==> src/rtl/mem_port_arbiter.sv <==
// Two-port (fetch / load-store) arbiter onto a single fixed-latency memory port.
// Each access occupies the mmu for MEM_LATENCY cycles, followed by a one-cycle response state.
module mem_port_arbiter #(
    parameter int unsigned ADDR_WIDTH  = 32,
    parameter int unsigned DATA_WIDTH  = 32,
    parameter int unsigned MEM_LATENCY = 4
) (
    input  logic                    clk,
    input  logic                    rst_n,
    input  logic                    if_req,
    input  logic [ADDR_WIDTH-1:0]   if_addr,
    output logic [DATA_WIDTH-1:0]   if_rdata,
    output logic                    wait_if,
    input  logic [1:0]              op_mem,
    input  logic [ADDR_WIDTH-1:0]   mem_addr,
    input  logic [DATA_WIDTH-1:0]   mem_wdata,
    input  logic [DATA_WIDTH/8-1:0] mem_be,
    output logic [DATA_WIDTH-1:0]   mem_rdata,
    output logic                    wait_mem,
    output logic [DATA_WIDTH/8-1:0] mmu_write_enable,
    output logic [ADDR_WIDTH-1:0]   mmu_address,
    output logic [DATA_WIDTH-1:0]   mmu_data_in,
    input  logic [DATA_WIDTH-1:0]   mmu_data_out
);

    localparam int unsigned     CNT_W    = (MEM_LATENCY > 1) ? $clog2(MEM_LATENCY) : 1;
    localparam logic [CNT_W-1:0] CNT_LOAD = CNT_W'(MEM_LATENCY - 1);

    typedef enum logic [2:0] {
        IDLE,
        ACC_IF,
        ACC_MEM,
        RESP_IF,
        RESP_MEM
    } state_t;

    state_t           state;
    state_t           state_next;
    logic [CNT_W-1:0] cnt;
    logic             mem_is_write;
    logic             mem_pend;
    logic             acc_last;
    logic             grant_if;
    logic             grant_mem;

    assign mem_pend = op_mem[1];
    assign acc_last = (cnt == '0);

    assign wait_if  = if_req   && (state != RESP_IF);
    assign wait_mem = mem_pend && (state != RESP_MEM);

    always_ff @(posedge clk or negedge rst_n) begin
        if (!rst_n) begin
            state <= IDLE;
        end else begin
            state <= state_next;
        end
    end

    always_comb begin
        state_next = state;
        grant_if   = 1'b0;
        grant_mem  = 1'b0;
        case (state)
            IDLE, RESP_IF, RESP_MEM: begin
                // MEM has priority except straight after a MEM access, so fetch cannot starve
                if (mem_pend && !(if_req && state == RESP_MEM)) begin
                    grant_mem = 1'b1;
                end else if (if_req) begin
                    grant_if = 1'b1;
                end
                if (grant_mem) begin
                    state_next = ACC_MEM;
                end else if (grant_if) begin
                    state_next = ACC_IF;
                end else begin
                    state_next = IDLE;
                end
            end
            ACC_IF: begin
                if (acc_last) begin
                    state_next = RESP_IF;
                end
            end
            ACC_MEM: begin
                if (acc_last) begin
                    state_next = RESP_MEM;
                end
            end
            default: state_next = IDLE;
        endcase
    end

    always_ff @(posedge clk or negedge rst_n) begin
        if (!rst_n) begin
            cnt              <= '0;
            mem_is_write     <= 1'b0;
            mmu_write_enable <= '0;
            mmu_address      <= '0;
            mmu_data_in      <= '0;
            if_rdata         <= '0;
            mem_rdata        <= '0;
        end else begin
            mmu_write_enable <= '0;
            if (grant_mem) begin
                mmu_address  <= mem_addr;
                mmu_data_in  <= mem_wdata;
                cnt          <= CNT_LOAD;
                mem_is_write <= op_mem[0];
                if (op_mem[0]) begin
                    mmu_write_enable <= mem_be;
                end
            end else if (grant_if) begin
                mmu_address <= if_addr;
                mmu_data_in <= '0;
                cnt         <= CNT_LOAD;
            end else if ((state == ACC_IF || state == ACC_MEM) && !acc_last) begin
                cnt <= cnt - 1'b1;
            end

            if (state == ACC_IF && acc_last) begin
                if_rdata <= mmu_data_out;
            end
            if (state == ACC_MEM && acc_last && !mem_is_write) begin
                mem_rdata <= mmu_data_out;
            end
        end
    end

endmodule

==> config.mk <==
export PLATFORM = sky130hd
export DESIGN_NAME = mem_port_arbiter
export DESIGN_NICKNAME = d
export VERILOG_FILES = /design/src/rtl/mem_port_arbiter.sv
export SDC_FILE = /design/constraint.sdc
export NUM_CORES = 1
export LEC_CHECK = 0
export BUFFER_PORTS_ARGS = -buffer_cell sky130_fd_sc_hd__buf_2
export CAP_MARGIN = 30
export CORE_MARGIN = 1
export CORE_UTILIZATION = 46
export CTS_CLUSTER_DIAMETER = 50
export DETAILED_ROUTE_END_ITERATION = 7
export PLACE_DENSITY = 0.8
export SLEW_MARGIN = 10
export SYNTH_ARGS = -nofsm -noshare
export SYNTH_HDL_FRONTEND = slang
export SYNTH_SLANG_ARGS = --single-unit
export TNS_END_PERCENT = 10
==> constraint.sdc <==
create_clock -name clk -period 1.9 [get_ports clk]
set_input_delay 0.38 -clock clk [delete_from_list [all_inputs] [get_ports clk]]
set_output_delay 0.38 -clock clk [all_outputs]
set_load 0.05 [all_outputs]
**After elaboration in Yosys (flattened, before gate mapping)**

Index checks and enable logic that the tools add are counted.
W data, S select, Z words.

- Register bits: 138
- Bits in latches: 0
- Bits in writable memories: 0
- ROM bits: 0
- Bits of input ports: 137
- Output and inout bits: 134
- Logic and storage cells: 56
- Memories kept: 0

- Add/sub/neg operators: 1
- Multipliers: 0
- Div/mod/pow operators: 0
- Order comparisons: 0
- Equality and inequality tests: 8
- Shift operators: 0
- Mux-type cells: 21
- Bitwise operators: 0
- Reductions and logical operators: 18

Operators by type and width:

| operator | count |
|---|---|
| $mux W32 | 4 |
| $pmux W3 S3 | 1 |
| $logic_and A1 B1 Y1 | 8 |
| $mux W1 | 8 |
| $mux W2 | 4 |
| $mux W4 | 2 |
| $eq A3 B2 Y1 const B | 2 |
| $mux W3 | 2 |
| $ne A2 B2 Y1 const B | 2 |
| $eq A3 B1 Y1 const B | 1 |
| $eq A3 B3 Y1 const B | 1 |
| $logic_not A1 Y1 | 3 |
| $logic_not A3 Y1 | 1 |
| $ne A3 B2 Y1 const B | 1 |
| $ne A3 B3 Y1 const B | 1 |
| $reduce_bool A3 Y1 | 1 |
| $reduce_or A3 Y1 | 1 |
| $logic_not A2 Y1 | 1 |
| $reduce_and A2 Y1 | 1 |
| $reduce_bool A2 Y1 | 1 |
| $sub A2 B1 Y2 const B | 1 |
| $logic_or A1 B1 Y1 | 1 |

**Logic depth before layout (Yosys ltp)**

Gate-level depths: netlist of run 1.

- Depth after elaboration: 9
- Mapped depth: 7
- Gate-level depth less buffers: 5

**Least setup slack after synthesis of run 1**

OpenSTA, ideal clock, no wires.

- Path type: reg-to-output
- Start point: reg state[0]
- End point: out wait_mem
- Data arrival time: 1.696 ns
- Required time: 1.520 ns
- Setup slack: -0.176 ns
- Cell stages (with the launch flop): 4
- Buffers on the path: 1
- Cells stage by stage: dfrtp_1 -> buf_2 -> nor2_1 -> a21boi_0

- Cells in the longest elaborated chain, start to end: 2

RTL lines:

| item | line | text |
|---|---|---|
| from (decl) | 37 | `state_t state;` |
| from (signal assigned) | 56 | `state <= state_next;` |
| $ne A3 B3 Y1 | 50 | `assign wait_mem = mem_pend && (state != RESP_MEM);` |
| $logic_and A1 B1 Y1 | 50 |  |
| to (decl) | 19 | `output logic wait_mem,` |

No other way between the ends.

**Final worst setup path of run 1**

- Start point: reg state[1]
- End point: out wait_if

- Cells in the longest elaborated chain, start to end: 2

RTL lines:

| item | line | text |
|---|---|---|
| $ne A3 B2 Y1 | 49 | `assign wait_if = if_req && (state != RESP_IF);` |
| $logic_and A1 B1 Y1 | 49 |  |
| to (decl) | 13 | `output logic wait_if,` |

No other way between the ends.

==> out/metrics.cfg, run 1 <==
[die]
coreArea_um2 = 12000
die_h_um = 113
rows = 40
boundaryPins = 271
die-width_um = 113
start_util_pct = 47.1
die_area_um2 = 12700

[critical_path]
cp.required_ns = 1.52
critical_path_arrival_ns = 1.46
start_kind = flip-flop
worstPathBufferInverterCount = 2
critPathCaptureType = output port
path_cells = buf_6 > and3b_2 > nor2b_2 > buf_6
ff2ff_setup_slack_ns = 0.16
r2r-start = cnt[0]$_DFFE_PN0P_
cp_slowest_stage_delay_ns = 0.38
crit_top_cell = buf_6
r2r-end = mem_rdata[20]$_DFFE_PN0P_
cp_slowest_cell = dfrtp_1
rr_worst_depth = 6
crit_type = flip-flop to output port
worstPathMaxFanout = 7
crit_family = flip-flops

[place]
portBuffers = 270
gp_congestion = 0.776
dp.cells = 832
post-place-ws_ns = 0.163
hpwl_um = 9910

[sta]
worst_pin_slew_ns = 0.360
hold_viol = 0
finalMaxSlewViolations = 0
fmax_ghz = 0.545
final.min_clock_period_ns = 1.84
layout_setup_ws_ns = 0.0636
finalSetupViolCount = 0
period_share_pct = 96.7
fin_tns_setup_ns = 0
timing.hold.ws_ns = 0.188
slew_headroom_pct = 76.0
rsz0062_at_grt = false
skew_ns = 0.00890

[routing]
ant_nets = 0
dr.pass1.iters = 4
drc = 0
wl_per_cell_um = 16.4
via_per_inst = 5.17
drt_wl_total_um = 14300
num_vias = 4492
drt_iter0_drc = 297

[grt]
grt_usage_pct = 23.1
grt_pass1_wl_um = 22400
grt_max_degree = 65
antenna_found_initial = 0
grt-ovfl-total = 0
grt_pass1_vias = 4420

[synthesis]
yosysUniqueCellTypes = 35
synth-edff-count = 0
avgSynthCellArea_um2 = 13.1
syn_inst = 430
ys_warn_count = 0
ys_seq_area_share_pct = 61.3
netlist_area_um2 = 5630
synth_ff_type = dfrtp_1
syn-num-nets = 568
ys_ff_latch = 138
async_flop_share_pct = 100

[finish]
drive_gt1_share_pct = 55.1
mostFrequentLayoutCells = 267 x buf_2, 137 x dfrtp_1, 64 x a21oi_1
diodes = 0
nNetsFinal = 847
area_growth_pct = 38.6
fin_cells = 869
final_common_cell = buf_2

[flow_run]
drv_cap = 0

[clock_network]
tritoncts = built
clk_latency_ns = 0.41
root_buffer = clkbuf_16
htreeDepth = 4
cts_max_path_buffers = 2
path_clk_slew_ns = 0.06
cts_made_buffers = 17
clock_sinks = 138

[worst_hold_path]
min_from = mem_wdata[11]
hp-class = primary input to flip-flop
min_to = mmu_data_in[11]$_DFFE_PN0P_
hold_depth = 2

[run_status]
status = finished clean

[kinds of logic after synthesis]
kind of cell               Yosys count  synth area share (%)
and+or+nand+nor                     86                  7.00
DFF                                138                  61.3
muxes                               64                  14.8
AOI/OAI and AO/OA                  105                  12.0
adders and majority gates            2                 0.400
xor gates and xnor gates             2                 0.311
buffers and inverters               33                  4.15
[flip-flops by register name, indices dropped and copies added (netlist names)]
register	count
cnt	2
mmu_data_in	32
if_rdata	32
mem_is_write	1
state	3
mmu_address	32
mem_rdata	32
mmu_write_enable	4
[cell usage after synthesis, types with 2 or more instances]
| cell type | instances | share of area, % |
|---|---|---|
| buf_4 | 3 | 0.40 |
| and3_1 | 4 | 0.44 |
| nor2b_4 | 2 | 0.49 |
| nand2_1 | 39 | 2.6 |
| nor2b_1 | 2 | 0.22 |
| mux2_4 | 30 | 8.0 |
| inv_1 | 3 | 0.20 |
| buf_2 | 16 | 1.4 |
| clkbuf_1 | 3 | 0.20 |
| mux2_2 | 34 | 6.8 |
| buf_6 | 4 | 0.80 |
| buf_12 | 3 | 1.1 |
| xnor2_1 | 2 | 0.31 |
| nor2_1 | 33 | 2.2 |
| dfrtp_1 | 138 | 61 |
| a22o_1 | 32 | 5.0 |
| a21oi_1 | 64 | 5.7 |
[through the flow]
stage	instance area, µm²	util [%]
floorplan	5630	-
global placement	7170	59.9
detailed placement	7170	59.9
CTS	7790	65.1
global route	7810	65.3
finish	7810	65.3
[per-layer routing]
layer,part of all wire [%],global-route usage [%]
met1,41,28.7
met2,50,38.4
met3,7.2,7.13
met4,1.1,7.91
met5,0,0
[worst max path at each step]
stage | from | end | depth (start not counted)
after global placement | cnt[0]$_DFFE_PN0P_ | mem_rdata[12]$_DFFE_PN0P_ | 6
final | state[1]$_DFFE_PN0P_ | wait_if | 4
after detailed placement | if_req | mmu_address[12]$_DFFE_PN0P_ | 6
after CTS | state[2]$_DFFE_PN0P_ | wait_mem | 4
after global routing | state[1]$_DFFE_PN0P_ | wait_if | 4
after floorplan | state[0]$_DFFE_PN0P_ | wait_if | 3
[final cells by class]
| type | count | area [µm²] |
|---|---|---|
| Sequential cell | 138 | 3450 |
| Clock buffer | 19 | 453 |
| Fill cell | 903 | 4160 |
| Multi-Input combinational cell | 259 | 1970 |
| Timing Repair Buffer | 290 | 1610 |
| Tap cell | 147 | 184 |
| Inverter | 3 | 11.3 |
| Clock inverter | 13 | 119 |
[what timing repair did]
action / CTS / global route
hold endpoints to repair: 34 / 0
resized for setup: 9 / 1
setup endpoints to repair: 2 / 2
setup buffers: 2 / 2
cloned: 0 / 0
hold buffers: 1 / 0
Power of run 1 is not shown: default switching activity piles up to over one toggle a cycle in this logic, so the estimate is an artifact.
==> run 2: changes to the inputs <==
--- a/config.mk
+++ b/config.mk
@@ -7,11 +7,12 @@
 export LEC_CHECK = 0
 export BUFFER_PORTS_ARGS = -buffer_cell sky130_fd_sc_hd__buf_2
 export CAP_MARGIN = 30
+export CORE_ASPECT_RATIO = 1.25
 export CORE_MARGIN = 1
-export CORE_UTILIZATION = 46
+export CORE_UTILIZATION = 50
 export CTS_CLUSTER_DIAMETER = 50
 export DETAILED_ROUTE_END_ITERATION = 7
-export PLACE_DENSITY = 0.8
+export PLACE_DENSITY = 0.86
 export SLEW_MARGIN = 10
 export SYNTH_ARGS = -nofsm -noshare
 export SYNTH_HDL_FRONTEND = slang
==> constraint.sdc (replaced) <==
create_clock -name clk -period 2.35 [get_ports clk]
set_input_delay 0.47 -clock clk [delete_from_list [all_inputs] [get_ports clk]]
set_output_delay 0.47 -clock clk [all_outputs]
set_load 0.05 [all_outputs]
==> run 2 against run 1 <==
Routed wire length rose by 0.42%. Global-route usage rose by 2.1 points. Clock-buffer cell count fell by 2. Critical path type unchanged. Register-to-register slack improved by 0.30 ns. Non-clock buffer count fell by 8.
==> out/metrics.cfg, run 2 (synthesis gave the netlist of run 1 again) <==
[die]
rows = 42  ; was 40
die-width_um = 96.9  ; was 113 µm
coreArea_um2 = 10800  ; was 12000 µm²
die_h_um = 121  ; was 113 µm
start_util_pct = 52.3  ; was 47.1%
die_area_um2 = 11700  ; was 12700 µm²
boundaryPins = 271  ; unchanged

[clock_network]
cts_made_buffers = 17  ; unchanged
clock_sinks = 138  ; unchanged
tritoncts = built  ; unchanged
cts_max_path_buffers = 2  ; unchanged
postCtsHoldBufs = 0  ; was 1
path_clk_slew_ns = 0.06  ; about the same
cts_resized = 0  ; was 9
cts_setup_buffers = 0  ; was 2
root_buffer = clkbuf_16  ; unchanged
clk_latency_ns = 0.41  ; about the same
htreeDepth = 4  ; unchanged

[place]
hpwl_um = 10200  ; was 9910 µm
portBuffers = 270  ; unchanged
gp_congestion = 0.858  ; was 0.776

[critical_path]
critical_path_arrival_ns = 1.77  ; was 1.46 ns
rr_worst_depth = 5  ; was 6
worstPathMaxFanout = 8  ; was 7
cp_slowest_stage_delay_ns = 0.53  ; was 0.38 ns
path_cells = and3b_1 > nor2b_1 > buf_2  ; was buf_6 > and3b_2 > nor2b_2 > buf_6
cp_slowest_cell = dfrtp_1  ; unchanged
cp.required_ns = 1.88  ; was 1.52 ns
crit_type = flip-flop to output port  ; unchanged
start_kind = flip-flop  ; unchanged
critPathCaptureType = output port  ; unchanged

[sta]
finalMaxSlewViolations = 0  ; unchanged
finalSetupViolCount = 0  ; unchanged
rsz0062_at_grt = false  ; unchanged
worst_pin_slew_ns = 0.517  ; was 0.360 ns
fmax_ghz = 0.447
final.min_clock_period_ns = 2.24
fin_tns_setup_ns = 0  ; unchanged
skew_ns = 0.00682  ; was 0.00890 ns
period_share_pct = 95.3
slew_headroom_pct = 65.5  ; was 76.0%
timing.hold.ws_ns = 0.0153  ; was 0.188 ns
hold_viol = 0  ; unchanged

[grt]
antenna_found_initial = 0  ; unchanged
grt_usage_pct = 25.2  ; was 23.1%
grt_pass1_wl_um = 23000  ; was 22400 µm
grt_pass1_vias = 4653  ; was 4420
grt-ovfl-total = 0  ; unchanged
grt_max_degree = 56  ; was 65

[worst_hold_path]
hp-class = primary input to asynchronous set/reset pin  ; was primary input to flip-flop

[routing]
drc = 0  ; unchanged
drt_iter0_drc = 185  ; was 297
wl_per_cell_um = 16.9  ; was 16.4 µm
ant_nets = 0  ; unchanged
via_per_inst = 5.26  ; was 5.17
dr.pass1.iters = 5  ; was 4
num_vias = 4443  ; was 4492
drt_wl_total_um = 14300  ; about the same

[finish]
nNetsFinal = 839  ; was 847
area_growth_pct = 36.0  ; was 38.6%
diodes = 0  ; unchanged
final_common_cell = buf_2  ; unchanged
drive_gt1_share_pct = 54.1  ; was 55.1%
mostFrequentLayoutCells = 269 x buf_2, 138 x dfrtp_1, 64 x a21oi_1  ; was 267 x buf_2, 137 x dfrtp_1, 64 x a21oi_1

[flow_run]
drv_cap = 0  ; unchanged

[run_status]
status = finished clean  ; unchanged

-- run 2: changes by cell type in the layout (fill, tap and decap cells not counted), sizes merged --
cell	previous run	this run
dlygate4sd3	1	0
clkbuf	20	17
clkinv	3	5
bufinv	1	2
buf	288	282
inv	5	6
clkinvlp	7	4
-- run 2: stage by stage --
step	cell area (µm²)	setup slack, ns	cells	util [%]
final	7660	0.111	845	71.1
after global routing	7660	0.0292	845	71.1
after CTS	7660	0.107	845	71.1
after detailed placement	7090	0.403	814	65.8
after global placement	7090	0.463	814	65.8
after floorplan	5630	0.184	430	-
-- run 2: final cells by class --
class / instances / area (µm²)
Sequential cell: 138 / 3450
Fill cell: 762 / 3110
Multi-Input combinational cell: 259 / 1960
Timing Repair Buffer: 282 / 1500
Clock buffer: 17 / 425
Tap cell: 132 / 165
Clock inverter: 14 / 149
Inverter: 3 / 11.3
-- run 2: final timing paths --
check                      slack (ns)                          end                        start
min                              0.02    mem_rdata[15]$_DFFE_PN0P_                        rst_n
max reg2reg                      0.46    mem_rdata[22]$_DFFE_PN0P_         state[1]$_DFFE_PN0P_
min reg2reg                      0.50  mmu_data_in[18]$_DFFE_PN0P_  mmu_data_in[18]$_DFFE_PN0P_
max in group asynchronous        1.58     mem_rdata[4]$_DFFE_PN0P_                        rst_n
max                              0.11                      wait_if         state[2]$_DFFE_PN0P_
min in group clk                 0.28  mmu_data_in[31]$_DFFE_PN0P_                mem_wdata[31]
-- run 2: worst max-delay path: cells and delay by family (launching register included) --
kind          cells  cell delay, ns
buf+inv           1            0.31
simple gates      2            0.52
flops             1            0.53
-- run 2: routing by layer --
metal	vias to the layer above	GRT usage [%]	wire length, µm
li1	2044	-	-
met1	2158	30.7	5560
met2	216	42.7	7590
met3	25	5.95	916
met4	0	10.9	260
met5	-	0	0
Power of run 2 is left out for the same reason.
==> run 3: changes to the inputs <==
--- a/config.mk
+++ b/config.mk
@@ -7,7 +7,7 @@
 export LEC_CHECK = 0
 export BUFFER_PORTS_ARGS = -buffer_cell sky130_fd_sc_hd__buf_2
 export CAP_MARGIN = 30
-export CORE_ASPECT_RATIO = 1.25
+export CORE_ASPECT_RATIO = 1.2
 export CORE_MARGIN = 1
 export CORE_UTILIZATION = 50
 export CTS_CLUSTER_DIAMETER = 50
==> run 3 against run 2 <==
Hold slack got worse by 0.0086 ns. Register-to-register slack about the same. Fmax grew 5.0%. Core utilization is 1.3 points lower. Critical path depth is the same. Highest routed layer unchanged. Worst setup slack gained 0.11 ns. Critical path type unchanged. Routed wire length decreased by 1.3%. Non-clock buffer count shrank 1. Clock-buffer cell count is 5 higher. Die area about the same. Via count increased by 1.7%.
==> out/metrics.cfg, run 3 (synthesis gave the netlist of run 1 again) <==
[routing]
ant_nets = 0  ; unchanged
drc = 0  ; unchanged
num_vias = 4520  ; was 4443
wl_met2_um = 7410  ; was 7590 µm
wl_met1_um = 5490  ; was 5560 µm
wl_per_cell_um = 16.7  ; was 16.9 µm
route.met3.wl_um = 820  ; was 916 µm
top_layer = met4  ; unchanged
via_per_inst = 5.35  ; was 5.26
dr.pass1.iters = 4  ; was 5
drt_wl_total_um = 14100  ; was 14300 µm
drt_iter0_drc = 184  ; was 185

[clock_network]
cts_max_path_buffers = 2  ; unchanged
cts_made_buffers = 17  ; unchanged
clk_latency_ns = 0.40  ; was 0.41 ns
cts_resized = 0  ; unchanged
postCtsHoldBufs = 0  ; unchanged
path_clk_slew_ns = 0.06  ; about the same
root_buffer = clkbuf_16  ; unchanged
cts_setup_buffers = 0  ; unchanged
htreeDepth = 4  ; unchanged
tritoncts = built  ; unchanged
clock_sinks = 138  ; unchanged

[finish]
area_growth_pct = 36.2  ; was 36.0%
drive_gt1_share_pct = 53.7  ; was 54.1%
diodes = 0  ; unchanged
nNetsFinal = 838  ; was 839
final_common_cell = buf_2  ; unchanged
mostFrequentLayoutCells = 269 x buf_2, 138 x dfrtp_1, 64 x a21oi_1  ; unchanged
n_fill_cell = 792  ; was 762
fin_cells = 845  ; unchanged

[sta]
rsz0062_at_grt = false  ; unchanged
slew_headroom_pct = 68.4  ; was 65.5%
worst_pin_slew_ns = 0.474  ; was 0.517 ns
fin_tns_setup_ns = 0  ; unchanged
period_share_pct = 90.7  ; was 95.3%
final.min_clock_period_ns = 2.13  ; was 2.24 ns
finalMaxSlewViolations = 0  ; unchanged
fmax_ghz = 0.469  ; was 0.447 GHz
timing.hold.ws_ns = 0.00668  ; was 0.0153 ns
hold_viol = 0  ; unchanged
finalSetupViolCount = 0  ; unchanged
skew_ns = 0.0102  ; was 0.00682 ns

[critical_path]
worstPathMaxFanout = 8  ; unchanged
critPathCaptureType = output port  ; unchanged
rr_worst_depth = 5  ; unchanged
cp.required_ns = 1.88  ; about the same
critical_path_arrival_ns = 1.66  ; was 1.77 ns
start_kind = flip-flop  ; unchanged
crit_type = flip-flop to output port  ; unchanged

[place]
gp_congestion = 0.802  ; was 0.858
hpwl_um = 10100  ; was 10200 µm
dp.cells = 813  ; was 814
portBuffers = 270  ; unchanged

[run_status]
status = finished clean  ; unchanged

[die]
die_h_um = 118  ; was 121 µm
die_area_um2 = 11700  ; about the same
coreArea_um2 = 11000  ; was 10800 µm²
die-width_um = 98.9  ; was 96.9 µm
boundaryPins = 271  ; unchanged
start_util_pct = 51.3  ; was 52.3%
rows = 42  ; unchanged

[grt]
grt_pass1_vias = 4728  ; was 4653
grt_pass1_wl_um = 22800  ; was 23000 µm
grt_usage_pct = 25.0  ; was 25.2%
antenna_found_initial = 0  ; unchanged
grt-ovfl-total = 0  ; unchanged
grt_max_degree = 67  ; was 56

[flow_run]
drv_cap = 0  ; unchanged

[worst_hold_path]
hp-class = primary input to asynchronous set/reset pin  ; unchanged

==> run 3: cell types whose count changed in the layout (fill, tap and decap cells not counted), sizes merged <==
cell      previous run  this run
clkbuf              17        22
clkinvlp             4         2
inv                  6         4
buf                282       281
bufinv               2         3
clkinv               5         4
==> run 3: per-stage QoR <==
stage | util, % | instance area (µm²) | setup WS, ns
floorplan | - | 5630 | 0.184
global route | 69.9 | 7670 | 0.0940
detailed placement | 64.3 | 7070 | 0.440
CTS | 69.9 | 7670 | 0.203
global placement | 64.3 | 7070 | 0.516
finish | 69.9 | 7670 | 0.218
==> run 3: cell type report <==
cell class | instances | area (µm²) | area share [%]
inverters | 3 | 11.3 | 0.147
well taps | 132 | 165 | 2.15
clock inverters | 10 | 141 | 1.84
flip-flops and latches | 138 | 3450 | 45.0
multi-input cells | 259 | 1960 | 25.5
clock buffers | 22 | 464 | 6.05
repair buffers | 281 | 1480 | 19.3
==> run 3: path summary, 6_finish.rpt <==
check	slack, ns	endpoint	start
worst max-delay path	0.22	wait_mem	state[1]$_DFFE_PN0P_
worst min-delay path	0.007	mmu_address[10]$_DFFE_PN0P_	rst_n
worst max register to register	0.47	mem_rdata[22]$_DFFE_PN0P_	state[1]$_DFFE_PN0P_
worst min register to register	0.50	mmu_data_in[28]$_DFFE_PN0P_	mmu_data_in[28]$_DFFE_PN0P_
max in group asynchronous	1.64	mem_rdata[25]$_DFFE_PN0P_	rst_n
min in group clk	0.30	mmu_data_in[14]$_DFFE_PN0P_	mem_wdata[14]
==> run 3: worst max-delay path, cell delays in order, from the launching register on <==
cell	delay (ns)
dfrtp_1	0.50
nor2_1	0.38
a21boi_0	0.15
buf_2	0.24
==> run 3: per-layer routing <==
layer / vias up / global-route usage (%)
li1: 2047 / -
met1: 2225 / 29.3
met2: 212 / 43.1
met3: 36 / 5.91
met4: 0 / 11.7
met5: - / 0
Power of run 3 is left out for the same reason.
